### src/rtl/univ_shift_reg.sv
// Universal WIDTH-bit shift register: hold, shifts, rotates, parallel load and clear,
// plus a shift counter that pulses done on every WIDTH-th shift since the last load/clear.
module univ_shift_reg #(
    parameter int unsigned WIDTH = 8,
    localparam int unsigned CNT_W = $clog2(WIDTH + 1)
) (
    input  logic             clk,
    input  logic             rst,
    input  logic             en,
    input  logic [2:0]       mode,
    input  logic             ser_msb_in,
    input  logic             ser_lsb_in,
    input  logic [WIDTH-1:0] d_in,
    output logic [WIDTH-1:0] q_out,
    output logic             ser_lsb_out,
    output logic             ser_msb_out,
    output logic [CNT_W-1:0] shift_cnt,
    output logic             done
);

    localparam logic [2:0] ModeHold  = 3'b000;
    localparam logic [2:0] ModeShr   = 3'b001;
    localparam logic [2:0] ModeShl   = 3'b010;
    localparam logic [2:0] ModeAsr   = 3'b011;
    localparam logic [2:0] ModeRor   = 3'b100;
    localparam logic [2:0] ModeRol   = 3'b101;
    localparam logic [2:0] ModeLoad  = 3'b110;
    localparam logic [2:0] ModeClear = 3'b111;

    localparam logic [CNT_W-1:0] CntLast = CNT_W'(WIDTH - 1);

    logic [WIDTH-1:0] q_q, q_d;
    logic [CNT_W-1:0] cnt_q, cnt_d;
    logic             done_q, done_d;
    logic             is_shift;

    always_comb begin
        q_d      = q_q;
        cnt_d    = cnt_q;
        done_d   = 1'b0;
        is_shift = 1'b0;
        if (en) begin
            unique case (mode)
                ModeHold:  q_d = q_q;
                ModeShr:   begin q_d = {ser_msb_in, q_q[WIDTH-1:1]};     is_shift = 1'b1; end
                ModeShl:   begin q_d = {q_q[WIDTH-2:0], ser_lsb_in};     is_shift = 1'b1; end
                ModeAsr:   begin q_d = {q_q[WIDTH-1], q_q[WIDTH-1:1]};   is_shift = 1'b1; end
                ModeRor:   begin q_d = {q_q[0], q_q[WIDTH-1:1]};         is_shift = 1'b1; end
                ModeRol:   begin q_d = {q_q[WIDTH-2:0], q_q[WIDTH-1]};   is_shift = 1'b1; end
                ModeLoad:  begin q_d = d_in;            cnt_d = '0; end
                ModeClear: begin q_d = '0;              cnt_d = '0; end
                default:   q_d = q_q;
            endcase
            // Counter wraps on the WIDTH-th shift and flags it for exactly that cycle.
            if (is_shift) begin
                if (cnt_q == CntLast) begin
                    cnt_d  = '0;
                    done_d = 1'b1;
                end else begin
                    cnt_d = cnt_q + CNT_W'(1);
                end
            end
        end
    end

    always_ff @(posedge clk) begin
        if (rst) begin
            q_q    <= '0;
            cnt_q  <= '0;
            done_q <= 1'b0;
        end else begin
            q_q    <= q_d;
            cnt_q  <= cnt_d;
            done_q <= done_d;
        end
    end

    assign q_out       = q_q;
    assign ser_lsb_out = q_q[0];
    assign ser_msb_out = q_q[WIDTH-1];
    assign shift_cnt   = cnt_q;
    assign done        = done_q;

endmodule
### config.mk
export PLATFORM = sky130hd
export DESIGN_NAME = univ_shift_reg
export DESIGN_NICKNAME = d
export VERILOG_FILES = /design/src/rtl/univ_shift_reg.sv
export SDC_FILE = /design/constraint.sdc
export NUM_CORES = 1
export LEC_CHECK = 0
export CAP_MARGIN = 20
export CORE_ASPECT_RATIO = 0.7
export CORE_UTILIZATION = 30
export DETAILED_ROUTE_END_ITERATION = 10
export GPL_TIMING_DRIVEN = 0
export PLACE_DENSITY = 0.62
export REMOVE_ABC_BUFFERS = 1
export SETUP_SLACK_MARGIN = 0.05
export SYNTH_ARGS = -nofsm -noshare
export SYNTH_HDL_FRONTEND = slang
export SYNTH_SLANG_ARGS = --single-unit
### constraint.sdc
create_clock -name clk -period 2.05 [get_ports clk]
set_clock_uncertainty 0.2 [all_clocks]
set_input_delay 0.615 -clock clk [delete_from_list [all_inputs] [get_ports clk]]
set_output_delay 0.615 -clock clk [all_outputs]
set_load 0.01 [all_outputs]
[Yosys cells after proc, flatten, opt, wreduce, memory -nomap -nowiden]
Cells that the tools add are included.
Storage, ports and cells
  memory bits (read-only): 0
  bits in latches: 0
  output and inout bits: 15
  flip-flop bits (word level): 13
  word-level logic and storage cells: 32
  memory bits (writable): 0
  memories: 0
  input port bits: 16
Operators by class
  equality and inequality tests: 8
  order comparisons: 0
  multiplexer cells: 7
  reduce and logical (&&, ||, !) cells: 8
  shift-type cells: 0
  $mul: 0
  bitwise logic cells: 4
  div/mod/pow operators: 0
  add/subtract/negate cells: 1
Operators with widths (count)
  8-bit one-hot mux with 7 select lines: 1
  3-bit == test (second input constant): 4
  4-bit two-way mux: 3
  3-bit by 2-bit == test with 1-bit output (second input constant): 2
  5-bit OR reduction: 1
  4-bit by 1-bit adder with 4-bit output (second input constant): 1
  4-bit by 3-bit == test with 1-bit output (second input constant): 1
  1-bit NOT: 4
  2-bit AND reduction: 2
  3-bit by 1-bit == test with 1-bit output (second input constant): 1
  3-bit logical NOT: 1
  1-bit two-way mux: 3
  3-bit AND reduction: 1
  3-bit OR reduction: 1
  2-bit nonzero test: 1
  2-bit OR reduction: 1

[Depth between registers and ports, before layout]
Gate-level depths: netlist of the first run.
  word-level depth: 6
  mapped depth: 6
  mapped depth without buffers: 4

[Least setup slack after synthesis of the first run]
OpenSTA, ideal clock, no wires.
  path type: input-to-reg
  start point: input mode[2]
  end point: register cnt_q[3], in the netlist shift_cnt[3]
  required time: 1733 ps
  arrival: 1472 ps
  path slack: 261 ps
  stages on the path: 4
  library setup time: 117 ps
  path buffers: 1
  cells stage by stage: buf_6 > or3_4 > a32o_1 > a22o_1
On the way
  longest elaborated chain between the ends: 6
  elaborated cells on any way between the ends: 14
  those cells by class: eq/ne (7); mux (3); reduce/logical (4)
RTL lines
  from (decl): line 10  | input logic [2:0] mode,
  3-bit == test (tied with other cells): line 43  | unique case (mode)
  5-bit OR reduction (no line)
  1-bit two-way mux: line 43
  1-bit two-way mux: line 42  | if (en) begin
  2-bit nonzero test (no line)
  2-bit AND reduction (no line)
  to (signal assigned): line 73  | cnt_q <= cnt_d;
  to (decl): line 33  | logic [CNT_W-1:0] cnt_q, cnt_d;
Several ways; a longest one is shown, not always the timed one. The select of a mux whose other input is x is not followed.
A chain may end at the register's enable or synchronous reset.

[Final worst setup path of the first run]
  start point: register q_q[7], in the netlist q_out[7]
  end point: output ser_msb_out
RTL lines
  from (decl): line 32  | logic [WIDTH-1:0] q_q, q_d;
  from (signal assigned): line 72  | q_q <= q_d;
  to (decl): line 16  | output logic ser_msb_out,
No word-level cell between the ends.

==> results of run 1 <==
## per-layer routing
metal  vias to the layer above  track usage  wire length (µm)
li1                        437            -                 -
met1                       412        0.213              1150
met2                        28        0.224               924
met3                         2       0.0340               126
met4                         0       0.0511                18
met5                         -            0                 0
## logic make-up after synthesis
group	Yosys count	share of synthesized area
mux	1	0.0158
compound gates	42	0.324
buf+inv	15	0.114
fa+ha+maj	1	0.0144
flops	13	0.300
simple gates	27	0.232
## sequential cells by signal (all words and copies together), names as in the netlist
register	count
q_out	8
shift_cnt	4
done	1
## cells in the final DEF, fill, tap and decap left out, types with 3 or more instances in the layout
cell type,n
a21oi_1,4
a22oi_1,6
a31oi_1,12
and3b_1,3
clkbuf_8,3
clkdlybuf4s50_1,15
dfxtp_1,10
dfxtp_2,3
dlygate4sd2_1,7
dlymetal6s2s_1,5
inv_1,3
nand2_1,3
nand4b_1,4
nor4bb_1,6
o21ai_0,10
## worst paths after layout
kind         cells past startpoint           end
max                              1   ser_msb_out
min                              1  shift_cnt[3]
max reg2reg                      4  shift_cnt[0]
min reg2reg                      1  shift_cnt[3]
## timing repair
action                     4_1_cts  5_1_grt
resized for setup               21       10
setup endpoints to repair       25       11
hold endpoints to repair         0        0
## through the flow
| step | instances | cell area (µm²) | worst slack [ns] |
|---|---|---|---|
| finish | 155 | 1200 | 0.0948 |
| global route | 155 | 1200 | 0.0633 |
| CTS | 155 | 1170 | 0.0558 |
| detailed placement | 151 | 1120 | -0.788 |
| global placement | 151 | 1120 | -0.779 |
| floorplan | 87 | 781 | 0.380 |
## power by group
part	internal [mW]	switching, mW
clock network	0.137	0.0917
logic	0.0814	0.0741
registers	0.268	0.0172
total	0.487	0.183
## layout make-up
cell class / instances / area share
Multi-Input combinational cell: 71 / 0.445
Clock buffer: 4 / 0.0377
Sequential cell: 13 / 0.221
Inverter: 3 / 0.00941
Timing Repair Buffer: 30 / 0.252
Tap cell: 34 / 0.0356
==> results.yml, run 1 <==
timing:
  slew_violations: 0
  fmax_ghz: 0.511
  finalCritPeriodShare: 0.954
  relSlewSlack: 0.679
  rsz0062_at_grt: "no"
  period_needed_ns: 1.96
  finalSetupTns_ns: 0
  whs_ns: 0.322
  worstMarginPinSlew_ns: 0.482
  final-setup-viol-count: 0
  hold_viol: 0
hold_path:
  min_path_type: "reg -> reg"
  worstHoldStart: "shift_cnt[3]"
synthesis:
  synth_top_area_share: 0.300
  synth-main-ff-cell: "dfxtp_1"
  async_flop_share: 0
  synth_edf_count: 0
  synth_area_um2: 868
  yosysSeqAreaShare: 0.300
  synth-seq-cells: 13
  syn_avg_cell_area_um2: 8.77
  ys_warn_count: 0
  ys_types: 33
  yosysTopAreaCell: "dfxtp_1"
  syn_inst: 99
  synthTopCellsByArea: "dfxtp_1, a31oi_1, nor4bb_1, o21ai_0, a22oi_1"
  synth_most_common_cell: "dfxtp_1"
  yosys-top-cells-count: "dfxtp_1, a31oi_1, o21ai_0"
clock_network:
  clock-sinks: 13
  postCtsSetupBuffers: 0
  clk_latency_ns: 0.24
  clk_root_buffer_cell: "clkbuf_8"
  cts_tree: "built"
  clockBufferDepth: 2
  cts_buffers: 3
  htreeDepth: 1
  clk_pin_slew_ns: 0.05
  cts_hold_buf: 0
detailed_routing:
  drt_wl_total_um: 2220
  dr.pass1.iters: 4
  vias: 879
  drt-initial-drc-count: 22
  wl_per_cell_um: 14.3
  viasPerCell: 5.67
  route.detailed.drc: 0
  antenna_left: 0
floorplan:
  ios: 31
  core_mm2: 0.00259
  start_util: 0.335
  dieArea_mm2: 0.00312
  row_count: 15
  die_w_um: 66.3
  die_h_um: 47.0
placement:
  globalplace.congestion: 0.746
  dp_hpwl_um: 1520
  io_buffers: 30
grt:
  grt_max_degree: 28
  grt_overflow: 0
  grt_pass1_vias: 721
  grt_pass1_wl_um: 3450
  grt_use_total: 0.149
  antenna_found_initial: 0
critical_path:
  cp.arrival_ns: 1.14
  crit_path_start_kind: "register"
  cpPeakStageDelay_ns: 0.54
  path_cells: "clkdlybuf4s50_1"
  critPathRequiredTime_ns: 1.23
  cpLargestDelayFamily: "buffers and inverters"
  crit_fanout: 5
  worstReg2RegStart: "shift_cnt[0]"
  path_class: "reg -> out"
  critPathLaunch: "q_out[7]"
  rrSetupSlack_ns: 0.77
  slowest_stage: "clkdlybuf4s50_1"
  critPathCaptureType: "output port"
  critical_path_buf_inv_count: 1
power:
  vdd_drop_max_mv: 0.187
  total_power_mw: 0.670
  power_density_mw_per_mm2: 560
  leakagePower_nw: 0.517
final_layout:
  area_delta_synth_final_pct: 37.8
  nets: 139
  antenna_cells: 0
  drive_gt1_frac: 0.124
  final_util: 0.462
  multi_input_area_um2: 532
  regArea_um2: 264
  nFillCells: 255
run_status:
  status: "finished, final reports clean"
flow_run:
  drv_cap: 0
(Power assumes the default switching activity.)
==> run 2: changes to the inputs <==
--- a/config.mk
+++ b/config.mk
@@ -5,6 +5,7 @@
 export SDC_FILE = /design/constraint.sdc
 export NUM_CORES = 1
 export LEC_CHECK = 0
+export ABC_AREA = 1
 export CAP_MARGIN = 20
 export CORE_ASPECT_RATIO = 0.7
 export CORE_UTILIZATION = 30
==> run 2 against run 1 <==
Net effect: power increased by 2.7%; first-iteration DRC count increased by 50%; non-clock buffer count unchanged; die area increased by 2.1%; global-route usage decreased by 0.76 points; utilization decreased by 2.4 points.
==> results.yml, run 2 <==
final_layout:
  largest_register_ffs: 8
  nFillCells: 290
  final_cells: 181
  multi_input_area_um2: 512
  nets: 163
  design_area_mm2: 0.00123
  most-common-layout-cells: "clkdlybuf4s50_1, nor2_1, a21oi_2"
  regArea_um2: 267
  drive_gt1_frac: 0.262
  area_delta_synth_final_pct: 38.4
  antenna_cells: 0
  final_util: 0.438
  layout_commonest_cell: "clkdlybuf4s50_1"
detailed_routing:
  drt_wl_total_um: 2010
  dr.pass1.iters: 4
  wl_per_cell_um: 11.1
  route.detailed.drc: 0
  viasPerCell: 4.69
  drt-initial-drc-count: 33
  antenna_left: 0
  vias: 849
floorplan:
  row_count: 16
  core_mm2: 0.00280
  ios: 31
  dieArea_mm2: 0.00318
  start_util: 0.317
  die_h_um: 47.5
  die_w_um: 67.0
synthesis:
  async_flop_share: 0
  synth-seq-cells: 13
  synthTopCellsByArea: "dfxtp_1, a21oi_2, nor2_1, inv_1, a21oi_1"
  synth_area_um2: 887
  yosysSeqAreaShare: 0.293
  syn_avg_cell_area_um2: 7.58
  yosysTopAreaCell: "dfxtp_1"
  synth_top_area_share: 0.293
  synth_most_common_cell: "nor2_1"
  syn_inst: 117
  ys_types: 25
  yosys-top-cells-count: "nor2_1, a21oi_2, dfxtp_1"
  synth-main-ff-cell: "dfxtp_1"
  ys_warn_count: 0
  synth_edf_count: 0
timing:
  hold_viol: 0
  whs_ns: 0.292
  worstMarginPinSlew_ns: 0.465
  relSlewSlack: 0.690
  rsz0062_at_grt: "no"
  final-setup-viol-count: 0
  finalSetupTns_ns: 0
  fin_ws_ns: 0.0782
  fmax_ghz: 0.507
  period_needed_ns: 1.97
  slew_violations: 0
  finalCritPeriodShare: 0.962
hold_path:
  min_path_type: "reg -> reg"
  worstHoldStart: "shift_cnt[3]"
critical_path:
  critical_path_buf_inv_count: 1
  worstReg2RegStart: "shift_cnt[0]"
  path_cells: "clkdlybuf4s50_1"
  slowest_stage: "clkdlybuf4s50_1"
  cpLargestDelayFamily: "buffers and inverters"
  crit_path_start_kind: "register"
  critPathRequiredTime_ns: 1.23
  cpPeakStageDelay_ns: 0.55
  cp.arrival_ns: 1.16
  critPathCaptureType: "output port"
  path_class: "reg -> out"
  critPathLaunch: "shift_cnt[1]"
  crit_fanout: 5
grt:
  grt_use_total: 0.142
  grt_pass1_wl_um: 3310
  grt_pass1_vias: 728
  grt_overflow: 0
  grt_max_degree: 15
  antenna_found_initial: 0
placement:
  dp_slack_ns: -0.268
  placed_cells: 177
  io_buffers: 30
  dp_hpwl_um: 1440
  globalplace.congestion: 0.786
  placed_area_mm2: 0.00117
clock_network:
  clk_pin_slew_ns: 0.05
  clock-sinks: 13
  cts_tree: "built"
  clk_root_buffer_cell: "clkbuf_8"
  postCtsSetupBuffers: 0
  clockBufferDepth: 2
  clk_latency_ns: 0.24
  cts_buffers: 3
  htreeDepth: 1
power:
  vdd_drop_max_mv: 0.281
  leakagePower_nw: 0.571
  total_power_mw: 0.688
  power_density_mw_per_mm2: 561
run_status:
  status: "finished, final reports clean"
flow_run:
  drv_cap: 0
-- run 2: cell types whose count changed after synthesis, sizes merged, moves of 5 or more --
| cell | before | now |
|---|---|---|
| a21oi | 4 | 22 |
| inv | 3 | 14 |
| nand3 | 2 | 10 |
| a22oi | 6 | 0 |
| a31oi | 12 | 0 |
| nor4bb | 6 | 0 |
| nand2 | 3 | 14 |
| nor2 | 1 | 18 |
| buf | 10 | 5 |
| nand4 | 0 | 5 |
-- run 2: layout make-up --
cell class              instances  area share
clock buffers                   4      0.0367
inverters                      14      0.0469
multi-input cells              84       0.417
flip-flops and latches         13       0.217
well taps                      36      0.0367
repair buffers                 30       0.246
-- run 2: metal layers --
layer	global-route usage	share of wire
met4	0.0128	0
met3	0.0500	0.063
met1	0.185	0.50
met2	0.238	0.43
met5	0	0
-- run 2: timing repair --
action                                  4_1_cts  5_1_grt
hold buffers                                  0        0
gates resized for setup                      14        5
endpoints found under the setup margin       23       14
-- run 2: cells by family (layout without fill, tap and decap cells) --
kind of cell               count (synthesis)  in the layout  share of synthesized area
DFF                                       13             13                      0.293
adders and majority gates                  1              1                     0.0141
buffers and inverters                     20             48                      0.130
AOI/OAI and AO/OA                         35             35                      0.269
and+or+nand+nor                           48             48                      0.293
-- run 2: power by group --
group          internal (mW)  total, mW  switching (mW)
clock network          0.137      0.232          0.0944
registers              0.269      0.289          0.0193
logic                 0.0780      0.168          0.0897
total                  0.485      0.688           0.203
-- run 2: worst paths after layout --
path	to	slack [ns]	cells after the start
min reg2reg	done	0.29	1
max	shift_cnt[1]	0.08	1
min	done	0.29	1
max reg2reg	shift_cnt[3]	0.70	6
==> run 3: changes to the inputs <==
--- a/config.mk
+++ b/config.mk
@@ -11,7 +11,6 @@
 export CORE_UTILIZATION = 30
 export DETAILED_ROUTE_END_ITERATION = 10
 export GPL_TIMING_DRIVEN = 0
-export PLACE_DENSITY = 0.62
 export REMOVE_ABC_BUFFERS = 1
 export SETUP_SLACK_MARGIN = 0.05
 export SYNTH_ARGS = -nofsm -noshare
==> run 3 against run 2 <==
Net effect: setup slack gained 0.087 ns; power fell by 0.38%; global-route usage grew 0.12 points; register-to-register slack better by 0.02 ns; design area increased by 0.10%; sequential power about the same; utilization about the same; final cell count did not move; first-iteration DRC count shrank 88%; combinational power hardly changed; hold slack better by 0.00087 ns; largest cell class unchanged.
==> results.yml, run 3 (synthesized netlist as in run 2, its figures left out) <==
run_status:
  status: "finished, final reports clean"
grt:
  grt_max_degree: 15
  grt_pass1_wl_um: 3330
  antenna_found_initial: 0
  grt_overflow: 0
  grt_pass1_vias: 771
  grt_use_total: 0.143
clock_network:
  cts_hold_buf: 0
  cts_tree: "built"
  cts_buffers: 3
  clk_pin_slew_ns: 0.06
  clk_latency_ns: 0.24
  postCtsSetupBuffers: 0
  clk_root_buffer_cell: "clkbuf_8"
  clock-sinks: 13
  htreeDepth: 1
  clockBufferDepth: 2
hold_path:
  min_path_type: "reg -> reg"
  worstHoldStart: "shift_cnt[3]"
  hold-path-endpoint: "done"
  holdPathStages: 1
timing:
  fin_ws_ns: 0.165
  whs_ns: 0.293
  relSlewSlack: 0.692
  hold_viol: 0
  fmax_ghz: 0.530
  rsz0062_at_grt: "no"
  worstMarginPinSlew_ns: 0.462
  period_needed_ns: 1.89
  finalCritPeriodShare: 0.920
  final-setup-viol-count: 0
  slew_violations: 0
floorplan:
  die_h_um: 47.5
  core_mm2: 0.00280
  ios: 31
  dieArea_mm2: 0.00318
  die_w_um: 67.0
  row_count: 16
  start_util: 0.317
final_layout:
  nFillCells: 306
  area_delta_synth_final_pct: 38.5
  layout_commonest_cell: "nor2_1"
  nets: 163
  drive_gt1_frac: 0.248
  most-common-layout-cells: "nor2_1, a21oi_2, clkdlybuf4s50_1"
  largest_register_ffs: 8
  antenna_cells: 0
detailed_routing:
  antenna_left: 0
  dr.pass1.iters: 2
  drt_wl_total_um: 2050
  vias: 859
  drt-initial-drc-count: 4
  viasPerCell: 4.75
  route.detailed.drc: 0
  wl_per_cell_um: 11.3
critical_path:
  critPathCaptureType: "output port"
  rrSetupSlack_ns: 0.72
  r2r_end: "shift_cnt[3]"
  slowest_stage: "clkdlybuf4s50_1"
  cp.arrival_ns: 1.07
  cpPeakStageDelay_ns: 0.52
  path_cells: "clkdlybuf4s50_1"
  r2r_cells: 6
  path_class: "reg -> out"
  crit_fanout: 1
  critPathRequiredTime_ns: 1.23
  crit_path_start_kind: "register"
  worstReg2RegStart: "shift_cnt[0]"
  critical_path_buf_inv_count: 1
  cpLargestDelayFamily: "buffers and inverters"
placement:
  io_buffers: 30
  dp_slack_ns: -0.285
  globalplace.congestion: 0.785
  dp_hpwl_um: 1450
power:
  leakagePower_nw: 0.606
  total_power_mw: 0.685
  power_density_mw_per_mm2: 558
  vdd_drop_max_mv: 0.203
flow_run:
  drv_cap: 0
-- run 3: per-layer routing --
layer	part of all wire	GRT usage	up-vias
met3	0.053	0.0571	2
met4	0.0039	0.0255	0
li1	-	-	448
met1	0.48	0.164	388
met5	0	0	-
met2	0.46	0.261	21
-- run 3: per-stage QoR --
step / utilization / area [µm²] / std cells / setup TNS (ns)
final: 0.438 / 1230 / 181 / 0
after global routing: 0.438 / 1230 / 181 / 0
after CTS: 0.432 / 1210 / 181 / 0
after detailed placement: 0.419 / 1170 / 177 / -3.03
after global placement: 0.419 / 1170 / 177 / -2.87
after floorplan: - / 830 / 111 / 0
-- run 3: where the power goes --
group          switching (mW)  leakage (nW)  internal (mW)
logic                  0.0902         0.475         0.0769
registers              0.0180         0.108          0.269
clock network          0.0940        0.0228          0.137
-- run 3: worst max path at each step --
stage | startpoint | to | slack (ns) | cells after the start
finish | done | done | 0.16 | 1
global route | mode[1] | q_out[7] | 0.1 | 8
CTS | q_out[1] | q_out[1] | 0.05 | 1
detailed placement | mode[1] | q_out[5] | -0.28 | 7
global placement | mode[1] | q_out[3] | -0.27 | 7
floorplan | mode[1] | q_out[2] | 0.51 | 6
-- run 3: layout make-up --
type                    instances  area [µm²]  area share
multi-input cells              84         512       0.416
repair buffers                 30         305       0.248
flip-flops and latches         13         264       0.215
inverters                      14        57.6      0.0468
clock buffers                   4        45.0      0.0367
well taps                      36        45.0      0.0367
-- run 3: repair_timing --
action / CTS / global route
endpoints found under the hold margin: 0 / 0
gates resized for setup: 13 / 7
setup endpoints to repair: 22 / 15
